==> src/rtl/shifter_arbiter.sv <==
// Round-robin arbiter that time-shares one 32-bit barrel shifter among N_REQ
// requesters; results are registered and returned with the owner's ID.

module barrelshifter32 (
  input  logic [31:0] a,
  input  logic [4:0]  b,
  input  logic [1:0]  aluc,
  output logic [31:0] c
);
  logic [31:0] stage_val;
  logic        fill_bit;

  // Log-depth shifter: stage i shifts by 2**i when b[i] is set.
  always_comb begin
    stage_val = a;
    fill_bit  = (aluc == 2'b00) & a[31];
    for (int i = 0; i < 5; i++) begin
      if (b[i]) begin
        if (aluc[0]) begin
          stage_val = stage_val << (1 << i);
        end else begin
          stage_val = (stage_val >> (1 << i)) | ({32{fill_bit}} << (32 - (1 << i)));
        end
      end
    end
    c = stage_val;
  end
endmodule

module shifter_arbiter #(
  parameter int N_REQ = 4,
  parameter int ID_W  = 2
) (
  input  logic                 clk,
  input  logic                 rst,
  input  logic [N_REQ-1:0]     req_valid,
  output logic [N_REQ-1:0]     req_ready,
  input  logic [32*N_REQ-1:0]  req_a,
  input  logic [5*N_REQ-1:0]   req_b,
  input  logic [2*N_REQ-1:0]   req_aluc,
  output logic                 res_valid,
  input  logic                 res_ready,
  output logic [31:0]          res_data,
  output logic [ID_W-1:0]      res_id,
  output logic [15:0]          op_count
);
  typedef enum logic {IDLE, HOLD} state_t;

  state_t            state_reg, state_next;
  logic [ID_W-1:0]   ptr_reg, ptr_next;
  logic [31:0]       res_data_reg;
  logic [ID_W-1:0]   res_id_reg;
  logic [15:0]       op_count_reg;

  logic [31:0]       a_arr    [N_REQ];
  logic [4:0]        b_arr    [N_REQ];
  logic [1:0]        aluc_arr [N_REQ];

  logic              grant_en;
  logic              grant_found;
  logic [ID_W-1:0]   grant_idx;
  logic              xfer;
  logic [31:0]       shift_out;

  genvar gi;
  generate
    for (gi = 0; gi < N_REQ; gi++) begin : g_unpack
      assign a_arr[gi]    = req_a[32*gi +: 32];
      assign b_arr[gi]    = req_b[5*gi +: 5];
      assign aluc_arr[gi] = req_aluc[2*gi +: 2];
    end
  endgenerate

  // A held result that is not being retired blocks any new grant.
  assign grant_en = !rst && ((state_reg == IDLE) || res_ready);

  always_comb begin
    logic [ID_W-1:0] scan_idx;
    scan_idx    = '0;
    grant_found = 1'b0;
    grant_idx   = '0;
    for (int k = 0; k < N_REQ; k++) begin
      scan_idx = ID_W'((int'(ptr_reg) + k) % N_REQ);
      if (!grant_found && req_valid[scan_idx]) begin
        grant_found = 1'b1;
        grant_idx   = scan_idx;
      end
    end
  end

  always_comb begin
    req_ready = '0;
    if (grant_en && grant_found) begin
      req_ready[grant_idx] = 1'b1;
    end
  end

  assign xfer     = grant_en && grant_found;
  assign ptr_next = (grant_idx == ID_W'(N_REQ - 1)) ? '0 : grant_idx + 1'b1;

  barrelshifter32 u_shifter (
    .a    (a_arr[grant_idx]),
    .b    (b_arr[grant_idx]),
    .aluc (aluc_arr[grant_idx]),
    .c    (shift_out)
  );

  always_comb begin
    state_next = state_reg;
    case (state_reg)
      IDLE: if (xfer) state_next = HOLD;
      HOLD: begin
        if (xfer)           state_next = HOLD;
        else if (res_ready) state_next = IDLE;
      end
      default: state_next = IDLE;
    endcase
  end

  always_ff @(posedge clk) begin
    if (rst) begin
      state_reg    <= IDLE;
      ptr_reg      <= '0;
      res_data_reg <= '0;
      res_id_reg   <= '0;
      op_count_reg <= '0;
    end else begin
      state_reg <= state_next;
      if (xfer) begin
        res_data_reg <= shift_out;
        res_id_reg   <= grant_idx;
        ptr_reg      <= ptr_next;
        op_count_reg <= op_count_reg + 16'd1;
      end
    end
  end

  assign res_valid = (state_reg == HOLD);
  assign res_data  = res_data_reg;
  assign res_id    = res_id_reg;
  assign op_count  = op_count_reg;
endmodule
==> config.mk <==
export PLATFORM = sky130hd
export DESIGN_NAME = shifter_arbiter
export DESIGN_NICKNAME = d
export VERILOG_FILES = /design/src/rtl/shifter_arbiter.sv
export SDC_FILE = /design/constraint.sdc
export NUM_CORES = 1
export LEC_CHECK = 0
export BUFFER_PORTS_ARGS = -buffer_cell sky130_fd_sc_hd__buf_2
export CORE_MARGIN = 5
export CORE_UTILIZATION = 49
export CTS_CLUSTER_DIAMETER = 120
export DETAILED_ROUTE_END_ITERATION = 12
export PLACE_DENSITY = 0.79
export SLEW_MARGIN = 10
export SYNTH_ARGS = -nofsm -noshare
export SYNTH_HDL_FRONTEND = slang
export SYNTH_HIERARCHICAL = 1
export SYNTH_SLANG_ARGS = --single-unit
==> constraint.sdc <==
create_clock -name clk -period 3.8 [get_ports clk]
set_input_delay 0.76 -clock clk [delete_from_list [all_inputs] [get_ports clk]]
set_output_delay 0.76 -clock clk [all_outputs]
set_load 0.005 [all_outputs]
## Yosys cells after proc, flatten, opt, wreduce, memory -nomap -nowiden

Cells that the tools add are included.

| storage, ports and cells | value |
|---|---|
| register bits after elaboration | 53 |
| logic and storage cells | 81 |
| output and inout port bits | 55 |

| operators by class | value |
|---|---|
| $add $sub $neg | 5 |
| muxes and demuxes | 43 |
| reductions and logical operators | 12 |
| order comparisons | 7 |
| bitwise logic cells | 8 |
| eq/ne operators | 1 |

Operator list:

| kind | count |
|---|---|
| 32-bit 2-to-1 mux | 12 |
| 32-bit binary-select mux with 2-bit select | 1 |
| 16-bit by 32-bit OR with 32-bit output | 1 |
| 24-bit by 32-bit OR with 32-bit output | 1 |
| 28-bit by 32-bit OR with 32-bit output | 1 |
| 30-bit by 32-bit OR with 32-bit output | 1 |
| 31-bit by 32-bit OR with 32-bit output | 1 |
| 16-bit by 1-bit adder with 16-bit output, second input constant | 1 |
| 2-bit by 3-bit less-than comparator with 1-bit output, second input constant | 5 |
| 2-bit 2-to-1 mux | 7 |
| 1-bit 2-to-1 mux | 12 |
| 5-bit binary-select mux with 2-bit select | 1 |
| 5-bit 2-to-1 mux | 2 |
| 1-bit binary-select mux with 2-bit select | 4 |
| 1-bit logical AND | 6 |
| 2-bit by 1-bit adder with 2-bit output, second input constant | 2 |
| 2-bit adder, second input constant | 2 |
| 2-bit binary-select mux with 2-bit select | 1 |
| 1-bit zero test | 4 |
| 4-bit 2-to-1 mux | 1 |
| 3-bit >= comparator, second input constant | 1 |
| 2-bit NOT with 3-bit output | 1 |
| 1-bit demux with 2-bit select | 1 |
| 2-bit == test, second input constant | 1 |
| other kinds (6) | 6 |

## Depth between registers and ports, before layout

| logic depth | value |
|---|---|
| depth in word-level cells | 33 |
| gate-level depth with buffers | 19 |
| depth with buffers taken out | 13 |

## Modules after synthesis

Netlist, hierarchy kept.

By module, submodules not included:

| module | sequential area each (um2) | cells an instance | times used | area each (um2) |
|---|---|---|---|---|
| barrelshifter32 | 0.0 | 623 | 1 | 3987.6 |
| shifter_arbiter | 1061.0 | 385 | 1 | 3477.1 |

## Worst setup path before layout

OpenSTA, ideal clock, no wires.

| timing | value |
|---|---|
| kind | input to register |
| from | input req_valid[2] |
| to | register res_data_reg[0] (netlist: res_data[0]) |
| stages | 15 |
| setup slack | 57 ps |
| library setup time | 119 ps |
| arrival time | 3624 ps |
| required time | 3681 ps |
| path through | nor2b_1 o32a_1 buf_6 buf_6 mux2i_1 mux2i_1 buf_6 mux2_2 mux4_2 inv_1 o31ai_1 nor4_1 o221ai_1 nand2_1 o21ai_1 |

| between the ends | value |
|---|---|
| cells in the longest elaborated chain, start to end | 31 |

RTL lines:

| item | RTL line | RTL |
|---|---|---|
| start: declaration | 36 | `input logic [N_REQ-1:0] req_valid,` |
| 1-bit binary-select mux with 2-bit select | 84 | `if (!grant_found && req_valid[scan_idx]) begin` |
| 1-bit 2-to-1 mux (not written as such) | 84 |  |
| 1-bit 2-to-1 mux | 84 |  |
| 1-bit zero test | 84 |  |
| 1-bit logical AND | 84 |  |
| 1-bit 2-to-1 mux | 84 |  |
| 1-bit zero test | 84 |  |
| 1-bit logical AND | 84 |  |
| [... 16 more ...] | - |  |
| 32-bit 2-to-1 mux | 18 | `if (b[i]) begin` |
| 24-bit by 32-bit OR with 32-bit output | 22 | `stage_val = (stage_val >> (1 << i)) \| ({32{fill_bit}} << (32 - (1 << i)));` |
| 32-bit 2-to-1 mux | 19 | `if (aluc[0]) begin` |
| 32-bit 2-to-1 mux | 18 |  |
| 16-bit by 32-bit OR with 32-bit output | 22 |  |
| 32-bit 2-to-1 mux | 19 |  |
| 32-bit 2-to-1 mux (*) | 18 |  |
| via shift_out[0] | 63 | `logic [31:0] shift_out;` |
| end signal: assignment | 130 | `res_data_reg <= shift_out;` |
| end: declaration | 51 | `logic [31:0] res_data_reg;` |

Mark *: on every way through the listed nets, which the timed path passes. The rest lies on a longest branch. The select of a mux whose other input is x is not followed.
A chain may end at the register's enable or synchronous reset.

## Worst setup path after layout

| timing | value |
|---|---|
| from | input req_valid[1] |
| to | register res_data_reg[1] (netlist: res_data[1]) |

| between the ends | value |
|---|---|
| cells in the longest elaborated chain, start to end | 33 |

RTL lines:

| item | RTL line |
|---|---|
| 1-bit binary-select mux with 2-bit select | 84 |
| 1-bit 2-to-1 mux (not written as such) | 84 |
| 1-bit 2-to-1 mux | 84 |
| 1-bit zero test | 84 |
| 1-bit logical AND | 84 |
| 1-bit 2-to-1 mux | 84 |
| 1-bit zero test | 84 |
| 1-bit logical AND | 84 |
| [... 18 more ...] | - |
| 32-bit 2-to-1 mux | 18 |
| 24-bit by 32-bit OR with 32-bit output | 22 |
| 32-bit 2-to-1 mux | 19 |
| 32-bit 2-to-1 mux | 18 |
| 16-bit by 32-bit OR with 32-bit output | 22 |
| 32-bit 2-to-1 mux | 19 |
| 32-bit 2-to-1 mux (*) | 18 |
| via shift_out[1] | 63 |

Marks and branches as above.

==> impl_metrics.json <==
{
  "grt_usage_pct": 33.9,
  "cts_tree": "built",
  "clock_latency_ps": 290,
  "hold_viol_final": 0,
  "drive_above_1_share_pct": 42.9,
  "die_h_um": 133,
  "gp_congestion": 1.05,
  "core.rowCount": 45,
  "skew_ps": 6.87,
  "cts.sinks": 53,
  "clk_pin_slew_ps": 70,
  "setup_ws_ps": -103,
  "die_w_um": 133,
  "initial_core_util_pct": 49.5,
  "synthTopCellsByArea": "mux2i_1 24%, dfxtp_1 14%, o21ai_0 5.4%",
  "h-tree-depth": 2,
  "dp.cells": 1566,
  "violations": "negative setup slack",
  "power_density_mw_per_mm2": 998,
  "largest_register_ffs": 32,
  "synth_edf_count": 0,
  "ys_ff_latch": 53,
  "synth_top_area_share_pct": 23.9,
  "ff2ff_path_depth": 18,
  "synth_cell_types": 73,
  "cp_max_fo": 20,
  "synth_compound_area_share_pct": 26.8,
  "wl_per_cell_um": 21.8,
  "synth_top_family_by_area": "multiplexers",
  "cts_buffers": 5,
  "fillers": 1166,
  "synthMostInstantiatedCell": "mux2i_1",
  "antenna_cells": 0,
  "synth_ff_type": "dfxtp_1",
  "fin_cells": 1594,
  "avgSynthCellArea_um2": 7.41,
  "grt_pass1_wl_mm": 49.5,
  "fmax_mhz": 256,
  "end_kind": "register",
  "synthSimpleGateAreaFrac_pct": 20.7,
  "crit_required_ps": 3960,
  "worstSetupStartpointType": "input pin",
  "cpMaxStageDelayCell": "o32a_4",
  "crit_buf_inv": 6,
  "arrival_ps": 4070,
  "synth_area_mm2": 0.00746,
  "max_stage_delay_ps": 430,
  "setup_violations": 15,
  "reg2reg_to": "res_data[10]",
  "relSlewSlack_pct": 45.0,
  "synth_largest_area_cell": "mux2i_1",
  "hp-start": "res_data[29]",
  "root_buffer": "clkbuf_16",
  "grt_pass1_vias": 9401,
  "period_share_pct": 103,
  "via_per_inst": 6.40,
  "synth_fp_nets": 1173,
  "vdd_drop_max_v": 0.000677,
  "synth_xor_area_share_pct": 1.76,
  "dieArea_mm2": 0.0178,
  "pin_count": 218,
  "hold_buffers": 0,
  "yosysSeqAreaShare_pct": 14.2,
  "drc": 0,
  "synthAdderAreaFrac_pct": 0.335,
  "area_delta_synth_final_pct": 50.2,
  "reg2reg_slack_ps": 10,
  "vias": 10200,
  "hp-class": "register to register",
  "total_leakage_power_nw": 5.11,
  "hold_depth": 2,
  "grt_max_degree": 66,
  "yosys_warnings": 6,
  "postSynthCellCount": 1008,
  "drv_slew": 0,
  "io_buffers": 217,
  "worstHoldEndpoint": "res_data[29]",
  "max_cap_violations": 0,
  "cts_buffer_depth": 2,
  "antenna_found_initial": 0,
  "async_flop_share_pct": 0,
  "first_iter_violations": 1060,
  "crit_type": "input pin to register",
  "rsz0062_at_grt": "yes",
  "postRouteAntennaNets": 0,
  "coreArea_mm2": 0.0151,
  "r2r-start": "ptr_reg[0]",
  "drt-total-wl_mm": 34.7,
  "tightest_slew_ps": 813,
  "status": "finished, violations left",
  "period_needed_ps": 3900,
  "overflow": 0,
  "cp_cell_sequence": "buf_2, nand2b_4, a21oi_2, o32a_4, mux2i_4, mux2i_4, buf_12, buf_4, buf_6, buf_6, o21ai_0, a21oi_1, buf_4, a21oi_1, a211oi_1, o21bai_4, nand2_1, o21ai_1",
  "drt_first_pass_iters": 10,
  "dpl.hpwl_mm": 25.0,
  "synth.area.mux_share_pct": 28.4,
  "cp_top_family": "compound AO/OA/AOI/OAI gates",
  "worst_hold_slack_ps": 467,
  "synth.top_cells.by_count": "178 x mux2i_1, 106 x nor2_1, 104 x nand2_1",
  "final_nets": 1570
}
==> power breakdown <==
group	internal [W]	switching (W)	total, W
combinational	0.00448	0.00537	0.00985
sequential	0.000719	0.0000973	0.000817
clock	0.000312	0.000204	0.000517
total	0.00551	0.00567	0.0112
==> layer usage <==
metal	global-route usage, %	wire length (µm)
met1	43.8	13400
met2	58.8	16500
met3	4.61	3250
met4	10.5	1560
met5	0	0
==> cell type report <==
class	instances	area, µm²	area share, %
Tap cell	188	235	2.10
Clock buffer	5	125	1.12
Inverter	13	48.8	0.435
Sequential cell	53	1060	9.46
Multi-Input combinational cell	856	6360	56.7
Clock inverter	3	43.8	0.391
Timing Repair Buffer	476	3340	29.8
==> per-stage QoR <==
stage	setup slack, ps	setup TNS [ps]	power [W]	instance area (µm²)	utilization [%]
2_1_floorplan	57.2	0	0.00555	7460	-
3_3_place_gp	-642	-16320	0.00923	10200	67.7
3_5_place_dp	-766	-20230	0.00927	10200	67.7
4_1_cts	-0.200	-0.200	0.00999	10600	70.0
5_1_grt	-145	-2890	0.0117	11200	74.3
6_report	-103	-634	0.0112	11200	74.3
==> layout by cell type (no fill, tap or decap), types with 9 or more instances in the layout <==
master	n
nand2_1	103
mux2i_2	13
o21ai_1	15
buf_4	231
dfxtp_1	53
inv_1	9
a211oi_1	22
a31oi_1	11
o211ai_1	10
mux4_2	9
xor2_1	14
o221ai_1	10
nor2_1	100
buf_2	216
nor3_1	18
a21oi_1	54
buf_12	12
mux2_2	11
o21ai_0	73
nand2b_1	50
nand3_1	16
a21oi_2	12
o22ai_1	20
mux2i_1	151
mux2i_4	14
==> kinds of logic after synthesis <==
logic type / Yosys count
XOR/XNOR: 15
multiplexers: 199
AO/OA/AOI/OAI: 307
flip-flops: 53
AND/OR/NAND/NOR: 333
adder cells (fa/ha/maj): 2
buffers and inverters: 99
==> tightest hold or removal path: stages (launching register included) <==
cell and delay (ps):
dfxtp_1 310, nand2b_1 60, o21ai_1 50
==> worst max-delay path by stage <==
stage | startpoint | endpoint | slack [ps] | cells after the start
floorplan | req_valid[2] | res_data[0] | 60 | 15
global placement | req_valid[1] | res_data[1] | -640 | 17
detailed placement | req_valid[1] | res_data[1] | -770 | 17
CTS | req_valid[1] | res_data[10] | -0.2 | 16
global route | req_valid[1] | res_data[26] | -150 | 18
finish | req_valid[1] | res_data[1] | -100 | 18
==> timing repair <==
action,4_1_cts,5_1_grt
endpoints found under the setup margin,32,32
cloned,1,4
gates resized for setup,22,110
pin swaps,2,18
buffers inserted,4,11
Note: power is estimated with default switching activity, not from simulation.
